$ cat src/rtl/seq_monitor.sv
// Sequence monitor for the 0-3-5-7-2-1 counter: acquires lock, flags illegal codes and
// out-of-order steps, and keeps saturating error and completed-cycle counts.
module seq_monitor #(
  parameter int unsigned ERR_W  = 8,
  parameter int unsigned WRAP_W = 8,
  parameter int unsigned LOCK_N = 3
) (
  input  logic              clk,
  input  logic              clr,
  input  logic [2:0]        code,
  input  logic              en,
  input  logic              err_clr,
  output logic              lock,
  output logic              err,
  output logic              illegal,
  output logic [ERR_W-1:0]  err_cnt,
  output logic [WRAP_W-1:0] wrap_cnt,
  output logic [2:0]        exp_code
);

  localparam logic [1:0] SEARCH  = 2'd0;
  localparam logic [1:0] ACQUIRE = 2'd1;
  localparam logic [1:0] LOCKED  = 2'd2;

  localparam logic [2:0] LockN = 3'(LOCK_N);

  function automatic logic [2:0] nxt(input logic [2:0] c);
    case (c)
      3'd0:    nxt = 3'd3;
      3'd3:    nxt = 3'd5;
      3'd5:    nxt = 3'd7;
      3'd7:    nxt = 3'd2;
      3'd2:    nxt = 3'd1;
      3'd1:    nxt = 3'd0;
      default: nxt = 3'd0;
    endcase
  endfunction

  logic [1:0]        state_q, state_d;
  logic [2:0]        prev_q, prev_d;
  logic [2:0]        run_q, run_d;
  logic [2:0]        run_inc;
  logic              lock_q, lock_d;
  logic              err_q, err_d;
  logic              illegal_q, illegal_d;
  logic [ERR_W-1:0]  err_cnt_q, err_cnt_d;
  logic [WRAP_W-1:0] wrap_cnt_q, wrap_cnt_d;
  logic [2:0]        exp_code_q, exp_code_d;
  logic              legal, match;

  assign legal   = (code != 3'd4) && (code != 3'd6);
  assign match   = (code == nxt(prev_q));
  assign run_inc = run_q + 3'd1;

  always_comb begin
    state_d    = state_q;
    prev_d     = prev_q;
    run_d      = run_q;
    wrap_cnt_d = wrap_cnt_q;
    err_d      = 1'b0;
    illegal_d  = 1'b0;

    if (en) begin
      case (state_q)
        SEARCH: begin
          if (legal) begin
            prev_d  = code;
            run_d   = 3'd0;
            state_d = ACQUIRE;
          end else begin
            illegal_d = 1'b1;
          end
        end
        ACQUIRE: begin
          if (!legal) begin
            illegal_d = 1'b1;
            state_d   = SEARCH;
          end else if (match) begin
            prev_d = code;
            run_d  = run_inc;
            if (run_inc == LockN) state_d = LOCKED;
          end else begin
            prev_d = code;
            run_d  = 3'd0;
          end
        end
        LOCKED: begin
          if (legal && match) begin
            prev_d = code;
            // 1 -> 0 closes one full trip around the sequence
            if (prev_q == 3'd1 && code == 3'd0) wrap_cnt_d = wrap_cnt_q + WRAP_W'(1);
          end else begin
            err_d = 1'b1;
            if (legal) begin
              prev_d  = code;
              run_d   = 3'd0;
              state_d = ACQUIRE;
            end else begin
              illegal_d = 1'b1;
              state_d   = SEARCH;
            end
          end
        end
        default: state_d = SEARCH;
      endcase
    end

    // Clear takes effect before a same-edge increment
    err_cnt_d = err_clr ? '0 : err_cnt_q;
    if (err_d && (err_cnt_d != '1)) err_cnt_d = err_cnt_d + ERR_W'(1);

    lock_d     = (state_d == LOCKED);
    exp_code_d = (state_d == SEARCH) ? 3'd0 : nxt(prev_d);
  end

  always_ff @(posedge clk or negedge clr) begin
    if (!clr) begin
      state_q    <= SEARCH;
      prev_q     <= 3'd0;
      run_q      <= 3'd0;
      lock_q     <= 1'b0;
      err_q      <= 1'b0;
      illegal_q  <= 1'b0;
      err_cnt_q  <= '0;
      wrap_cnt_q <= '0;
      exp_code_q <= 3'd0;
    end else begin
      state_q    <= state_d;
      prev_q     <= prev_d;
      run_q      <= run_d;
      lock_q     <= lock_d;
      err_q      <= err_d;
      illegal_q  <= illegal_d;
      err_cnt_q  <= err_cnt_d;
      wrap_cnt_q <= wrap_cnt_d;
      exp_code_q <= exp_code_d;
    end
  end

  assign lock     = lock_q;
  assign err      = err_q;
  assign illegal  = illegal_q;
  assign err_cnt  = err_cnt_q;
  assign wrap_cnt = wrap_cnt_q;
  assign exp_code = exp_code_q;

endmodule

$ cat config.mk
export PLATFORM = sky130hd
export DESIGN_NAME = seq_monitor
export DESIGN_NICKNAME = d
export VERILOG_FILES = /design/src/rtl/seq_monitor.sv
export SDC_FILE = /design/constraint.sdc
export NUM_CORES = 1
export LEC_CHECK = 0
export ABC_AREA = 1
export BUFFER_PORTS_ARGS = -buffer_cell sky130_fd_sc_hd__clkbuf_2
export CORE_ASPECT_RATIO = 0.9
export CORE_MARGIN = 2
export CORE_UTILIZATION = 55
export CTS_CLUSTER_SIZE = 8
export DETAILED_ROUTE_END_ITERATION = 8
export PLACE_DENSITY = 0.8
export SYNTH_ARGS = -nofsm -noshare
export SYNTH_HDL_FRONTEND = slang
export SYNTH_SLANG_ARGS = --single-unit
$ cat constraint.sdc
create_clock -name clk -period 2 [get_ports clk]
set_clock_uncertainty 0.2 [all_clocks]
set_input_delay 0.1 -clock clk [delete_from_list [all_inputs] [get_ports clk]]
set_output_delay 0.1 -clock clk [all_outputs]
set_load 0.02 [all_outputs]
==> flow_metrics.py <==
metrics = {
    "cts": {
        "cts_made_buffers": 5,
        "clk_pin_slew_ns": 0.09,
        "clock-sinks": 30,
        "clk_path_buf_depth": 2,
        "h-tree-depth": 2,
        "clkLatencyLatePin_ns": 0.32,
        "cts_root_buf": "clkbuf_4",
        "cts_tree": "yes",
    },
    "critical_path": {
        "rr_worst_depth": 10,
        "critPathMostFrequentCell": "nand2_1",
        "timing.rr.start": "prev_q[2]",
        "critPathBufInv": 3,
        "crit_chain": "dlygate4sd3_1 > buf_2 > inv_2 > nand2_2 > nand2_1 > nand2_4 > nand3_4 > nor2_8 > nand4_4 > nor2_4 > nand2_1 > nand2_1 > nand2_1",
        "crit_start": "code[0]",
        "start_kind": "input port",
        "critPathCaptureType": "register",
        "crit_slowest_cell": "dlygate4sd3_1",
        "crit_required_ns": 2.02,
        "max_stage_delay_ns": 0.55,
        "crit_arrival_ns": 1.87,
        "critPathKind": "input port to register",
        "crit_family": "simple AND/OR/NAND/NOR gates",
        "cp_max_fo": 8,
        "r2r_setup_slack_ns": 0.17,
        "crit_cells": 13,
    },
    "synthesis": {
        "synth-warning-count": 0,
        "synth_edf_count": 0,
        "synth_flop_cell": "dfrtp_1",
        "ys_ff_latch": 30,
        "synth_cell_types": 31,
        "syn-num-nets": 215,
        "async_flop_share_pct": 100,
        "synth_top_area_cell": "dfrtp_1",
        "yosysTopAreaCellShare_pct": 42.5,
        "synthesis.area_um2": 1770,
        "synthTopCellsByArea": "dfrtp_1, nand2_1, inv_1",
        "yosysMostFrequentCell": "nand2_1",
        "avgSynthCellArea_um2": 8.66,
        "syn_inst": 204,
        "synth_common_cells": "nand2_1, dfrtp_1, inv_1, nor2_1, nand3_1",
        "ys_seq_area_share_pct": 42.5,
    },
    "routing": {
        "wl_per_cell_um": 11.4,
        "vias": 1449,
        "firstDrtPassIters": 4,
        "drtAntennaViolNets": 0,
        "viasPerCell": 4.93,
        "drtIter0Drc": 89,
        "route.detailed.drc": 0,
        "wirelength_um": 3350,
    },
    "global_routing": {
        "globalRouteTotalUtil_pct": 21.2,
        "grt_pass1_vias": 1353,
        "grt_max_degree": 31,
        "antenna_found_initial": 0,
        "grt_overflow": 0,
        "grt_pass1_wl_um": 6050,
    },
    "final_layout": {
        "fin_util_pct": 71.2,
        "fin_nets": 262,
        "syn_to_final_growth_pct": 23.6,
        "drive_above_1_share_pct": 30.6,
        "diodes": 0,
        "stdcell_count": 294,
        "fill_cells": 224,
    },
    "floorplan": {
        "die-area_um2": 3680,
        "start_util_pct": 57.6,
        "pin_count": 29,
        "die_y_um": 57.8,
        "core_um2": 3070,
        "num_rows": 19,
        "die_w_um": 63.7,
    },
    "sta": {
        "rsz0062_at_grt": "false",
        "finalHoldViolCount": 0,
        "worst_pin_slew_ns": 0.739,
        "clock.fmax_mhz": 543,
        "max_slew_margin_pct": 50.7,
        "tns_ns": 0,
        "fin_ws_ns": 0.157,
        "slew_viol_final": 0,
        "post-route-period-util_pct": 92.1,
        "setup_viol": 0,
        "fin_crit_ns": 1.84,
    },
    "pwr": {
        "p_clk_share_pct": 33.5,
        "p_leak_nw": 1.11,
        "internal-power_mw": 0.953,
        "ir_drop_mv": 0.464,
        "switchingPower_mw": 0.386,
        "switching_share_pct": 28.8,
        "power_mw": 1.34,
        "pwr_density_cell_nw_per_um2": 613,
        "power.share.sequential_pct": 48.9,
        "power_frac_comb_pct": 17.6,
    },
    "placed_design": {
        "place_inst": 274,
        "dp_hpwl_um": 2460,
        "pre_cts_slack_ns": 0.0543,
        "numPortBuffers": 28,
        "gp_congestion": 0.969,
    },
    "run_status": {
        "status": "completed",
    },
    "run": {
        "max-cap-violations": 0,
    },
    "worst_hold_path": {
        "hold_depth": 3,
        "hp-start": "err_clr",
        "hp-class": "input port to register",
    },
}
power groups by stage:
stage | logic (mW) | clock network, mW | registers, mW
after floorplan | 0.154 | 0 | 0.676
after global placement | 0.220 | 0 | 0.665
after detailed placement | 0.222 | 0 | 0.665
after CTS | 0.234 | 0.453 | 0.653
after global routing | 0.261 | 0.481 | 0.659
final | 0.236 | 0.448 | 0.655
through the flow:
stage	hold WS, ns	area (um2)
2_1_floorplan	-0.396	1770
3_3_place_gp	0.00254	1960
3_5_place_dp	0.00327	1960
4_1_cts	0.000871	2160
5_1_grt	0.00909	2180
6_report	0.00355	2180
worst paths after layout:
kind                          endpoint
setup / recovery           wrap_cnt[6]
hold / removal              err_cnt[2]
setup reg to reg           wrap_cnt[6]
hold reg to reg            wrap_cnt[6]
max in group asynchronous    prev_q[1]
min in group asynchronous   err_cnt[0]
cells in the final DEF (no fill, tap or decap), types with 4 or more instances in the layout:
master / count
nand2_1: 42
dfrtp_1: 27
clkbuf_2: 27
inv_1: 24
nor2_1: 16
nand3_1: 15
dlygate4sd3_1: 12
o21ai_1: 8
xor2_1: 8
inv_2: 7
nor2_2: 7
nand3_2: 5
xnor2_1: 5
clkbuf_4: 5
nand4_1: 4
nor2_4: 4
ha_1: 4
timing repair:
action | in CTS | in global routing
setup endpoints to repair | 0 | 16
gates resized for setup | 0 | 9
hold buffers | 12 | 0
setup buffers | 0 | 0
hold endpoints to repair | 47 | 0
tightest hold or removal path, delay by kind of cell:
kind | cells | cell delay (ns)
AND/OR/NAND/NOR | 1 | 0.10
XOR/XNOR | 1 | 0.12
buffers and inverters | 1 | 0.16
sequential cells by signal (all words and copies together), names as in the netlist:
register / flops
err_cnt: 8
wrap_cnt: 8
exp_code: 3
prev_q: 3
run_q: 3
state_q: 2
err: 1
illegal: 1
lock: 1
cell families after synthesis:
group           count (synthesis)  share of synthesized area, %
buf+inv                        33                          7.08
fa+ha+maj                       4                          2.83
flops                          30                          42.5
xor+xnor                       13                          6.44
compound gates                 13                          3.90
simple gates                  111                          37.3
layout make-up:
class                      instances  area [um2]  area share (%)
clock buffer                       8        78.8            3.61
sequential                        30         754            34.6
multi-input combinational        141         910            41.7
tap                               42        52.6            2.41
timing repair buffer              41         268            12.3
inverter                          32         120            5.50
metal layers:
metal / track usage [%] / vias to the layer above / routed length (um)
li1: - / 739 / -
met1: 28.4 / 671 / 1590
met2: 34.0 / 33 / 1560
met3: 5.44 / 6 / 149
met4: 7.14 / 0 / 46
met5: 0 / - / 0
(Power assumes the default switching activity.)
